File: config.mk
export PLATFORM = sky130hd
export DESIGN_NAME = rom_upload_reader_flat
export DESIGN_NICKNAME = d
export VERILOG_FILES = /design/src/rtl/rom_upload_reader_if.sv /design/src/rtl/rom_upload_reader.sv /design/src/flat_wrapper.sv
export SDC_FILE = /design/constraint.sdc
export NUM_CORES = 1
export LEC_CHECK = 0
export BUFFER_PORTS_ARGS = -buffer_cell sky130_fd_sc_hd__buf_2
export CORE_AREA = 4 4 104 116
export CTS_CLUSTER_SIZE = 40
export DETAILED_ROUTE_END_ITERATION = 16
export DIE_AREA = 0 0 108 120
export PLACE_DENSITY = 0.64
export SLEW_MARGIN = 20
export SYNTH_ARGS = -nofsm -noshare
export SYNTH_HDL_FRONTEND = slang
export SYNTH_SLANG_ARGS = --single-unit
File: constraint.sdc
create_clock -name clk_sys -period 3.1 [get_ports clk_sys]
set_input_delay 0.62 -clock clk_sys [delete_from_list [all_inputs] [get_ports clk_sys]]
set_output_delay 0.62 -clock clk_sys [all_outputs]
set_load 0.05 [all_outputs]
File: src/rtl/rom_upload_reader_if.sv
// rom_upload_reader_if: hps_io upload bus plus SDRAM read port of the ROM upload reader
// Signals: ioctl_upload/ioctl_rd/ioctl_addr/ioctl_din/ioctl_wait (hps_io side),
// port_req/port_ack/port_a/port_ds/port_we/port_q (SDRAM toggle handshake), rd_error.
// Macro ROM_UPLOAD_CHECKSUM_EN adds checksum[15:0].
// Modports: slave is the reader block, master is the hps_io/SDRAM environment.
interface rom_upload_reader_if;
  logic        ioctl_upload;
  logic        ioctl_rd;
  logic [24:0] ioctl_addr;
  logic [7:0]  ioctl_din;
  logic        ioctl_wait;
  logic        port_req;
  logic        port_ack;
  logic [22:0] port_a;
  logic [1:0]  port_ds;
  logic        port_we;
  logic [15:0] port_q;
  logic        rd_error;
`ifdef ROM_UPLOAD_CHECKSUM_EN
  logic [15:0] checksum;
`endif
  modport slave (
    input  ioctl_upload, ioctl_rd, ioctl_addr, port_ack, port_q,
    output ioctl_din, ioctl_wait, port_req, port_a, port_ds, port_we, rd_error
`ifdef ROM_UPLOAD_CHECKSUM_EN
    , output checksum
`endif
  );
  modport master (
    output ioctl_upload, ioctl_rd, ioctl_addr, port_ack, port_q,
    input  ioctl_din, ioctl_wait, port_req, port_a, port_ds, port_we, rd_error
`ifdef ROM_UPLOAD_CHECKSUM_EN
    , input checksum
`endif
  );
endinterface

File: src/rtl/rom_upload_reader.sv
// rom_upload_reader: serves hps_io upload byte reads from a one-word cache backed by an SDRAM req/ack port
// Ports: clk_sys, reset (async, active high), bus (rom_upload_reader_if.slave).
// Macro ROM_UPLOAD_CHECKSUM_EN adds a wrapping 16-bit sum of delivered bytes on bus.checksum.
module rom_upload_reader #(
  parameter logic [24:0] BASE_ADDR  = 25'h0000000,
  parameter logic [24:0] ADDR_LIMIT = 25'h001C320,
  parameter logic [7:0]  FILL_BYTE  = 8'hFF,
  parameter int          TIMEOUT    = 1023
) (
  input logic clk_sys,
  input logic reset,
  rom_upload_reader_if.slave bus
);
  localparam int TW = $clog2(TIMEOUT + 1);
  typedef enum logic [1:0] {ALIGN, IDLE, WAIT, DRAIN} state_t;
  state_t state_q, state_d;
  logic ack_m_q, ack_s_q, rd_prev_q, upload_prev_q;
  logic [1:0] align_q, align_d;
  logic req_q, req_d, wait_q, wait_d, err_q, err_d, valid_q, valid_d, sel_q, sel_d;
  logic [7:0] din_q, din_d;
  logic [15:0] cache_q, cache_d;
  logic [22:0] tag_q, tag_d, pa_q, pa_d;
  logic [TW-1:0] tmo_q, tmo_d;
  logic [23:0] sum;
  logic fire, oor, hit, miss, quick, ack_eq, up_fall, up_rise, tmo_hit, got, tout, din_ld;
  // Only bits [23:0] of the 25-bit sum reach port_a, so the carry out is never formed.
  assign sum     = bus.ioctl_addr[23:0] + BASE_ADDR[23:0];
  assign fire    = state_q == IDLE && bus.ioctl_upload && bus.ioctl_rd && !rd_prev_q;
  assign oor     = bus.ioctl_addr >= ADDR_LIMIT;
  assign hit     = valid_q && tag_q == sum[23:1];
  assign miss    = fire && !oor && !hit;
  assign quick   = fire && (oor || hit);
  assign ack_eq  = ack_s_q == req_q;
  assign up_fall = upload_prev_q && !bus.ioctl_upload;
  assign up_rise = !upload_prev_q && bus.ioctl_upload;
  assign tmo_hit = tmo_q == TW'(TIMEOUT);
  // An upload drop in WAIT abandons the fetch result: no data, no timeout, straight to DRAIN.
  assign got     = state_q == WAIT && !up_fall && ack_eq;
  assign tout    = state_q == WAIT && !up_fall && !ack_eq && tmo_hit;
  assign din_ld  = quick || got || tout;
  always_ff @(posedge clk_sys or posedge reset) begin
    if (reset) begin
      state_q       <= ALIGN;
      ack_m_q       <= 1'b0;
      ack_s_q       <= 1'b0;
      rd_prev_q     <= 1'b0;
      upload_prev_q <= 1'b0;
      align_q       <= 2'd0;
      req_q         <= 1'b0;
      wait_q        <= 1'b0;
      err_q         <= 1'b0;
      valid_q       <= 1'b0;
      sel_q         <= 1'b0;
      din_q         <= 8'h00;
      cache_q       <= 16'h0000;
      tag_q         <= 23'd0;
      pa_q          <= 23'd0;
      tmo_q         <= '0;
    end else begin
      state_q       <= state_d;
      ack_m_q       <= bus.port_ack;
      ack_s_q       <= ack_m_q;
      rd_prev_q     <= bus.ioctl_rd;
      upload_prev_q <= bus.ioctl_upload;
      align_q       <= align_d;
      req_q         <= req_d;
      wait_q        <= wait_d;
      err_q         <= err_d;
      valid_q       <= valid_d;
      sel_q         <= sel_d;
      din_q         <= din_d;
      cache_q       <= cache_d;
      tag_q         <= tag_d;
      pa_q          <= pa_d;
      tmo_q         <= tmo_d;
    end
  end
  always_comb begin
    state_d = state_q;
    unique case (state_q)
      ALIGN:   state_d = align_q == 2'd2 ? IDLE : ALIGN;
      IDLE:    state_d = miss ? WAIT : IDLE;
      WAIT:    state_d = up_fall ? DRAIN : ack_eq ? IDLE : tmo_hit ? DRAIN : WAIT;
      DRAIN:   state_d = ack_eq ? IDLE : DRAIN;
      default: state_d = ALIGN;
    endcase
  end
  // ALIGN copies ack_s into port_req so a stale ack left over from before reset never reads as a reply.
  always_comb begin
    align_d = state_q == ALIGN ? align_q + 2'd1 : 2'd0;
    req_d   = state_q == ALIGN ? ack_s_q : miss ? ~req_q : req_q;
    wait_d  = state_d == WAIT;
    din_d   = quick ? (oor ? FILL_BYTE : sum[0] ? cache_q[15:8] : cache_q[7:0]) :
              got   ? (sel_q ? bus.port_q[15:8] : bus.port_q[7:0]) :
              tout  ? FILL_BYTE : din_q;
    err_d   = tout || (err_q && !up_rise);
    cache_d = got ? bus.port_q : cache_q;
    tag_d   = got ? pa_q : tag_q;
    valid_d = (got || valid_q) && !tout && !up_fall;
    pa_d    = miss ? sum[23:1] : pa_q;
    sel_d   = miss ? sum[0] : sel_q;
    tmo_d   = miss ? '0 : (state_q == WAIT && !tmo_hit) ? tmo_q + TW'(1) : tmo_q;
  end
  assign bus.ioctl_din  = din_q;
  assign bus.ioctl_wait = wait_q;
  assign bus.port_req   = req_q;
  assign bus.port_a     = pa_q;
  assign bus.port_ds    = 2'b11;
  assign bus.port_we    = 1'b0;
  assign bus.rd_error   = err_q;
`ifdef ROM_UPLOAD_CHECKSUM_EN
  logic [15:0] checksum_q, checksum_d;
  always_comb checksum_d = (up_rise ? 16'h0000 : checksum_q) + (din_ld ? {8'h00, din_d} : 16'h0000);
  always_ff @(posedge clk_sys or posedge reset) begin
    if (reset) checksum_q <= 16'h0000;
    else checksum_q <= checksum_d;
  end
  assign bus.checksum = checksum_q;
`else
  logic unused_din_ld;
  assign unused_din_ld = din_ld;
`endif
endmodule

File: src/flat_wrapper.sv
// flat-port wrapper written by rule: the top's interface ports become plain ports
module rom_upload_reader_flat 
#(
  parameter logic [24:0] BASE_ADDR  = 25'h0000000,
  parameter logic [24:0] ADDR_LIMIT = 25'h001C320,
  parameter logic [7:0]  FILL_BYTE  = 8'hFF,
  parameter int          TIMEOUT    = 1023
)
  (clk_sys, reset, bus_ioctl_upload, bus_ioctl_rd, bus_ioctl_addr, bus_port_ack, bus_port_q, bus_ioctl_din, bus_ioctl_wait, bus_port_req, bus_port_a, bus_port_ds, bus_port_we, bus_rd_error);
  rom_upload_reader_if bus_i ();
  input logic clk_sys;
  input logic reset;
  input wire logic [$bits(bus_i.ioctl_upload)-1:0] bus_ioctl_upload;
  input wire logic [$bits(bus_i.ioctl_rd)-1:0] bus_ioctl_rd;
  input wire logic [$bits(bus_i.ioctl_addr)-1:0] bus_ioctl_addr;
  input wire logic [$bits(bus_i.port_ack)-1:0] bus_port_ack;
  input wire logic [$bits(bus_i.port_q)-1:0] bus_port_q;
  output wire logic [$bits(bus_i.ioctl_din)-1:0] bus_ioctl_din;
  output wire logic [$bits(bus_i.ioctl_wait)-1:0] bus_ioctl_wait;
  output wire logic [$bits(bus_i.port_req)-1:0] bus_port_req;
  output wire logic [$bits(bus_i.port_a)-1:0] bus_port_a;
  output wire logic [$bits(bus_i.port_ds)-1:0] bus_port_ds;
  output wire logic [$bits(bus_i.port_we)-1:0] bus_port_we;
  output wire logic [$bits(bus_i.rd_error)-1:0] bus_rd_error;
  assign bus_i.ioctl_upload = bus_ioctl_upload;
  assign bus_i.ioctl_rd = bus_ioctl_rd;
  assign bus_i.ioctl_addr = bus_ioctl_addr;
  assign bus_i.port_ack = bus_port_ack;
  assign bus_i.port_q = bus_port_q;
  assign bus_ioctl_din = bus_i.ioctl_din;
  assign bus_ioctl_wait = bus_i.ioctl_wait;
  assign bus_port_req = bus_i.port_req;
  assign bus_port_a = bus_i.port_a;
  assign bus_port_ds = bus_i.port_ds;
  assign bus_port_we = bus_i.port_we;
  assign bus_rd_error = bus_i.rd_error;
  rom_upload_reader #(.BASE_ADDR(BASE_ADDR), .ADDR_LIMIT(ADDR_LIMIT), .FILL_BYTE(FILL_BYTE), .TIMEOUT(TIMEOUT)) u_core (.clk_sys(clk_sys), .reset(reset), .bus(bus_i));
endmodule
==> impl_metrics.csv, run 1 <==
group,metric,value,unit
timing,final_max_slew_viol_count,0,
clocking,cts_setup_buffers,0,
global_routing,use_met1,0.215,
floorplanning,dieHeight,120,um
global_routing,antenna_found_initial,0,
timing,final.setup.tns,0,ns
worst_setup_path,critPathKind,"input port to register",
detailed_routing,drt_iter0_drc,86,
hold_path,holdCritPathClass,"register to register",
finish,drive_gt1_frac,0.286,
detailed_routing,drt_wl_total,9470,um
synthesis,synth_area,4270,um2
floorplanning,initial_utilization,0.393,
synthesis,ys_ff_latch,93,
worst_setup_path,critPathArrivalTime,2.63,ns
synthesis,synth_compound_area_frac,0.0580,
power,peakVddDrop,0.239,mV
finish,syn_to_final_growth,20.9,%
global_routing,grt_use_met3,0.0403,
finish,final_common_cell,"dfrtp_1",
hold_path,min_from,"u_core.ack_m_q",
global_routing,grt_use_total,0.156,
synthesis,synth_warnings,0,
floorplanning,die_w,108,um
floorplanning,die_area,13000,um2
timing,period_share,0.778,
clocking,root_buffer,"clkbuf_16",
timing,relSlewSlack,0.434,
synthesis,yosysUniqueCellTypes,43,
finish,design_area,5160,um2
detailed_routing,post_drt_via_cell_ratio,5.07,
clocking,insertion_delay,0.34,ns
finish,finalNetCount,471,
clocking,cts.repair.resized,0,
synthesis,synth.area.mux_share,0.185,
job,maxCapViolCount,0,
clocking,cts_num_sinks,93,
synthesis,yosysSeqAreaShare,0.545,
synthesis,synth_cells,339,
timing,fin_skew,0.00639,ns
clocking,htree_levels,3,
timing,finalHoldViolCount,0,
detailed_routing,post_drt_wl_per_cell,16.5,um
synthesis,yosys.area_share.simple,0.111,
status,status,"finished clean",
worst_setup_path,slowest_stage,"or4_1",
clocking,cts_hold_buf,0,
detailed_routing,first_pass_iters,4,
floorplanning,io_pins,83,
global_routing,grt_busiest_layer,"met2",
worst_setup_path,critPathBufInv,2,
global_routing,met2_usage,0.245,
synthesis,synth_xor_area_frac,0.0718,
finish,antenna_cells,0,
synthesis,yosys.area.top_type_share,0.545,
worst_setup_path,critPathRequiredTime,3.32,ns
synthesis,syn_area_per_cell,12.6,um2
global_routing,overflow,0,
finish,fill_cells,1027,
worst_setup_path,critPathMaxStageDelay,0.53,ns
detailed_routing,ant_nets,0,
clocking,numCtsBuffers,9,
placement,portBuffers,79,
timing,rsz0062_at_grt,"no",
clocking,cts_tree,"built",
worst_setup_path,crit_start,"bus_ioctl_addr[13]",
floorplanning,fp-row-count,40,
synthesis,synth_area_leader_cell,"dfrtp_1",
timing,fmax,414,MHz
timing,worstMarginPinSlew,0.848,ns
finish,layout_common_cells,"93 x dfrtp_1, 79 x buf_2, 49 x mux2_1",
global_routing,grt_max_degree,51,
synthesis,synthAdderAreaFrac,0.00586,
worst_setup_path,worstSetupEndpointType,"register",
detailed_routing,drc,0,
floorplanning,core,10900,um2
detailed_routing,vias,2909,
worst_setup_path,crit_family,"simple AND/OR/NAND/NOR gates",
worst_setup_path,critPathMaxFanout,15,
synthesis,synth_top_family_by_area,"multiplexers",
clocking,clockBufferDepth,2,
global_routing,grt_pass1_wl,15900,um
timing,finalSetupViolCount,0,
clocking,cts.reportedPaths.clkPinSlew,0.07,ns
placement,routabilityCongestion,0.882,
placement,dp_hpwl,7010,um
global_routing,grt_pass1_vias,3077,
worst_setup_path,path_cells,"buf_2, or4_1, o2111ai_1, nand4_1, a31oi_4, buf_4, mux2_1",
worst_setup_path,startpoint_type,"input port",
power,power.density,500,nW/um2
placement,dpl_cell_area,4870,um2
synthesis,synth.area.top_cells,"dfrtp_1 54%, mux2_1 13%, xnor2_1 4.1%, mux2i_1 3.8%, xor2_1 3.1%",
worst_setup_path,r2r_start,"u_core.tag_q[17]",
timing,min_period,2.41,ns
power,p_leak,2.43,nW
==> cell usage after synthesis, drive strengths merged <==
cell      n
nor4bb    1
buf       9
nor4      4
a21oi    11
inv       4
nor2     17
and4      3
o2111ai   1
a31oi     2
and3      4
a22oi     1
o41ai     1
a2bb2oi   8
or4       5
nand4     9
mux2i    16
nand3     5
nor3     13
or4b      1
a31o      1
nand2b    2
nand2     9
xnor2    20
o311a     1
ha        2
conb      2
o21ba     1
mux2     56
xor2     15
nand4b    1
dfrtp    93
clkbuf    7
a21o      1
nor2b     9
o21ai     3
o21bai    1
==> layout make-up <==
cell class / instances / area, um2 / share of cell area
clock inverter: 6 / 71.3 / 0.0138
inverter: 4 / 16.3 / 0.00315
clock buffer: 9 / 225 / 0.0436
multi-input combinational: 227 / 1880 / 0.363
timing repair buffer: 88 / 463 / 0.0897
sequential: 93 / 2330 / 0.451
tap: 147 / 184 / 0.0356
==> sequential cells by signal, indices dropped and copies added (netlist names) <==
register / flops
u_core.bus.ioctl_din: 8
u_core.cache_q: 16
u_core.sel_q: 1
u_core.bus.port_a: 23
u_core.state_q: 2
u_core.ack_s_q: 1
u_core.rd_prev_q: 1
u_core.tmo_q: 10
u_core.upload_prev_q: 1
u_core.bus.ioctl_wait: 1
u_core.ack_m_q: 1
u_core.bus.port_req: 1
u_core.tag_q: 23
u_core.align_q: 2
u_core.bus.rd_error: 1
u_core.valid_q: 1
==> through the flow <==
stage / instances / setup slack, ns / hold slack, ns / util / total power, mW
finish: 574 / 0.687 / 0.349 / 0.475 / 2.58
global route: 574 / 0.534 / 0.370 / 0.475 / 2.69
CTS: 574 / 0.694 / 0.352 / 0.475 / 2.62
detailed placement: 559 / 0.332 / 0.336 / 0.448 / 1.50
global placement: 559 / 0.413 / 0.336 / 0.448 / 1.50
floorplan: 340 / 0.0597 / 0.331 / - / 1.42
==> cell families (layout without fill, tap and decap cells) <==
family / Yosys count / after routing
AO/OA/AOI/OAI: 32 / 32
XOR/XNOR: 35 / 35
adder cells (fa/ha/maj): 2 / 2
buffers and inverters: 20 / 107
flip-flops: 93 / 93
multiplexers: 72 / 72
other: 2 / 3
AND/OR/NAND/NOR: 83 / 83
==> worst paths after layout <==
path                                                end  depth (start not counted)  slack (ns)
worst max-delay path              u_core.bus.port_a[12]                          7        0.69
worst min-delay path                     u_core.ack_s_q                          0        0.35
worst max register to register  u_core.bus.ioctl_din[0]                          7        0.76
worst min register to register           u_core.ack_s_q                          0        0.35
max in group asynchronous            u_core.cache_q[10]                          3        1.88
min in group asynchronous              u_core.tag_q[18]                          2        0.45
==> worst register-to-register path, delay by kind of cell (launching register included) <==
kind	cells	cell delay, ns
AND/OR/NAND/NOR	4	1.41
AO/OA/AOI/OAI	1	0.10
XOR/XNOR	1	0.17
flip-flops	1	0.40
buffers and inverters	1	0.20
==> layer usage <==
layer	vias up	wire [um]
li1	1376	-
met1	1443	4370
met2	79	4500
met3	11	491
met4	0	107
met5	-	0
==> power by group <==
| group | total, mW | internal [mW] | switching, mW |
|---|---|---|---|
| Combinational | 0.216 | 0.0759 | 0.140 |
| Clock | 1.11 | 0.631 | 0.477 |
| Sequential | 1.26 | 1.24 | 0.0214 |
Note: power is estimated with default switching activity, not from simulation.
==> run 2: changes to the inputs <==
--- a/config.mk
+++ b/config.mk
@@ -5,12 +5,13 @@
 export SDC_FILE = /design/constraint.sdc
 export NUM_CORES = 1
 export LEC_CHECK = 0
+export ABC_AREA = 1
 export BUFFER_PORTS_ARGS = -buffer_cell sky130_fd_sc_hd__buf_2
-export CORE_AREA = 4 4 104 116
+export CORE_AREA = 4 4 110 122
 export CTS_CLUSTER_SIZE = 40
 export DETAILED_ROUTE_END_ITERATION = 16
-export DIE_AREA = 0 0 108 120
-export PLACE_DENSITY = 0.64
+export DIE_AREA = 0 0 114 126
+export PLACE_DENSITY = 0.61
 export SLEW_MARGIN = 20
 export SYNTH_ARGS = -nofsm -noshare
 export SYNTH_HDL_FRONTEND = slang
==> constraint.sdc (replaced) <==
create_clock -name clk_sys -period 2.37 [get_ports clk_sys]
set_input_delay 0.474 -clock clk_sys [delete_from_list [all_inputs] [get_ports clk_sys]]
set_output_delay 0.474 -clock clk_sys [all_outputs]
set_load 0.05 [all_outputs]
==> impl_metrics.csv, run 2 <==
group,metric,value,unit
global_routing,grt_max_degree,41,
worst_setup_path,critPathKind,"register to register",
timing,relSlewSlack,0.525,
clocking,cts_hold_buf,0,
detailed_routing,drt-met1-wl,5220,um
clocking,root_buffer,"clkbuf_16",
global_routing,grt_use_total,0.172,
timing,finalSetupViolCount,0,
clocking,cts.reportedPaths.clkPinSlew,0.06,ns
timing,fin_skew,0.0110,ns
timing,min_period,1.91,ns
synthesis,synth.area.top_cells,"dfrtp_1 49%, nand2_1 20%, inv_1 6.3%, nand3_1 4.5%, nor2_1 3.8%",
floorplanning,dieHeight,126,um
synthesis,yosysUniqueCellTypes,38,
detailed_routing,ant_nets,0,
synthesis,synth-edff-count,0,
finish,layout_common_cells,"257 x nand2_1, 93 x dfrtp_1, 79 x inv_1, 79 x buf_2, 49 x nor2_1",
timing,final_max_slew_viol_count,0,
detailed_routing,top_layer_used,"met4",
power,p_sw,0.897,mW
timing,fmax,523,MHz
floorplanning,initial_utilization,0.396,
synthesis,synth_area,4790,um2
placement,portBuffers,79,
timing,rsz0062_at_grt,"no",
detailed_routing,drt_iter0_drc,313,
detailed_routing,vias,4213,
floorplanning,core,12100,um2
synthesis,synth_cells,653,
worst_setup_path,critPathMaxFanout,8,
finish,final_cells,891,
floorplanning,die_w,114,um
synthesis,yosysSeqAreaShare,0.486,
hold_path,holdCritPathClass,"input port to async pin",
synthesis,synth_ff_type,"dfrtp_1",
synthesis,synth_warnings,0,
global_routing,grt_pass1_wl,19400,um
global_routing,overflow,0,
timing,finalHoldViolCount,0,
worst_setup_path,worstSetupEndpointType,"register",
finish,fill_cells,1244,
floorplanning,io_pins,83,
global_routing,grt_pass1_vias,4077,
status,status,"finished clean",
finish,drive_gt1_frac,0.187,
timing,period_share,0.806,
clocking,numCtsBuffers,9,
timing,worstMarginPinSlew,0.711,ns
detailed_routing,wl_met2,5510,um
global_routing,antenna_found_initial,0,
clocking,cts_num_sinks,93,
clocking,insertion_delay,0.35,ns
synthesis,synth_commonest_cells,"257 x nand2_1, 93 x dfrtp_1, 80 x inv_1",
placement,dp_hpwl,8930,um
detailed_routing,drt_wl_total,11700,um
finish,finalNetCount,780,
job,maxCapViolCount,0,
synthesis,yosysMostFrequentCell,"nand2_1",
worst_setup_path,critPathRequiredTime,2.62,ns
clocking,htree_levels,3,
worst_setup_path,critPathArrivalTime,2.16,ns
floorplanning,die_area,14400,um2
synthesis,async_flop_share,1.00,
synthesis,yosys.area.top_type_share,0.486,
finish,antenna_cells,0,
worst_setup_path,startpoint_type,"register",
clocking,cts.repair.resized,0,
clocking,cts_tree,"built",
power,clock_power_share,0.426,
detailed_routing,post_drt_via_cell_ratio,4.73,
power,pwr-share-seq,0.467,
floorplanning,fp-row-count,42,
synthesis,syn_area_per_cell,7.34,um2
power,p_leak,3.15,nW
detailed_routing,wl_met3,633,um
detailed_routing,post_drt_wl_per_cell,13.2,um
power,p_comb_frac,0.107,
placement,dp.cells,875,
power,peakVddDrop,0.441,mV
power,power.density,621,nW/um2
clocking,cts_setup_buffers,0,
power,switching_share,0.255,
synthesis,ys_ff_latch,93,
timing,final.setup.tns,0,ns
finish,final_common_cell,"nand2_1",
synthesis,synth_area_leader_cell,"dfrtp_1",
clocking,clockBufferDepth,2,
power,internal-power,2.62,mW
finish,syn_to_final_growth,18.3,%
placement,routabilityCongestion,0.839,
detailed_routing,drc,0,
detailed_routing,first_pass_iters,4,
==> run 2: worst max-delay path: stages, from the launching register on <==
cell and delay [ns]:
dfrtp_1 0.41, ha_1 0.24, nand3_1 0.11, nor2_1 0.06, nand2_1 0.22, nor3_2 0.10
nor2_1 0.41, nand3_1 0.13, nand2_1 0.09, inv_1 0.04
==> run 2: power by group through the flow <==
stage,Combinational (mW),Sequential [mW],Clock [mW]
3_3_place_gp,0.378,1.67,0
4_1_cts,0.384,1.64,1.54
5_1_grt,0.420,1.65,1.61
2_1_floorplan,0.157,1.76,0
3_5_place_dp,0.383,1.67,0
6_report,0.378,1.64,1.50
==> run 2: area by class of cell <==
type | instances | area (um2) | share of cell area
clock buffer | 12 | 267 | 0.0470
clock inverter | 4 | 45.0 | 0.00795
inverter | 98 | 373 | 0.0658
multi-input combinational | 443 | 1980 | 0.350
sequential | 93 | 2330 | 0.411
tap | 154 | 193 | 0.0340
timing repair buffer | 87 | 480 | 0.0848
==> run 2: cells by family after synthesis <==
kind of cell    Yosys count  synth area share
compound gates           59            0.0671
xor+xnor                  3           0.00549
fa+ha+maj                 2           0.00522
buf+inv                 118             0.102
flops                    93             0.486
mux                       1           0.00235
other cells               2           0.00157
simple gates            375             0.330
==> run 2: worst paths after layout <==
kind,slack [ns],to,cells past startpoint,startpoint
setup / recovery,0.46,u_core.bus.ioctl_din[0],9,u_core.tmo_q[0]
hold / removal,0.23,u_core.bus.ioctl_wait,2,reset
setup reg to reg,0.46,u_core.bus.ioctl_din[0],9,u_core.tmo_q[0]
hold reg to reg,0.35,u_core.ack_s_q,0,u_core.ack_m_q
max in group asynchronous,1.51,u_core.bus.port_a[8],3,reset
min in group clk_sys,0.23,u_core.ack_m_q,1,bus_port_ack
==> run 2: metrics by stage <==
stage          total power [mW]   util  area [um2]  hold WS, ns  setup slack [ns]
6_report                   3.52  0.469        5670        0.230             0.459
5_1_grt                    3.68  0.469        5670        0.223             0.251
4_1_cts                    3.57  0.469        5670        0.223             0.427
3_5_place_dp               2.05  0.443        5360        0.335             0.309
3_3_place_gp               2.05  0.443        5360        0.332             0.331
2_1_floorplan              1.92      -        4800        0.331             0.695
==> run 2: layer usage <==
metal | GRT usage | vias to the layer above
met2 | 0.266 | 88
met3 | 0.0537 | 25
met4 | 0.0685 | 0
met1 | 0.223 | 1941
met5 | 0 | -
li1 | - | 2159
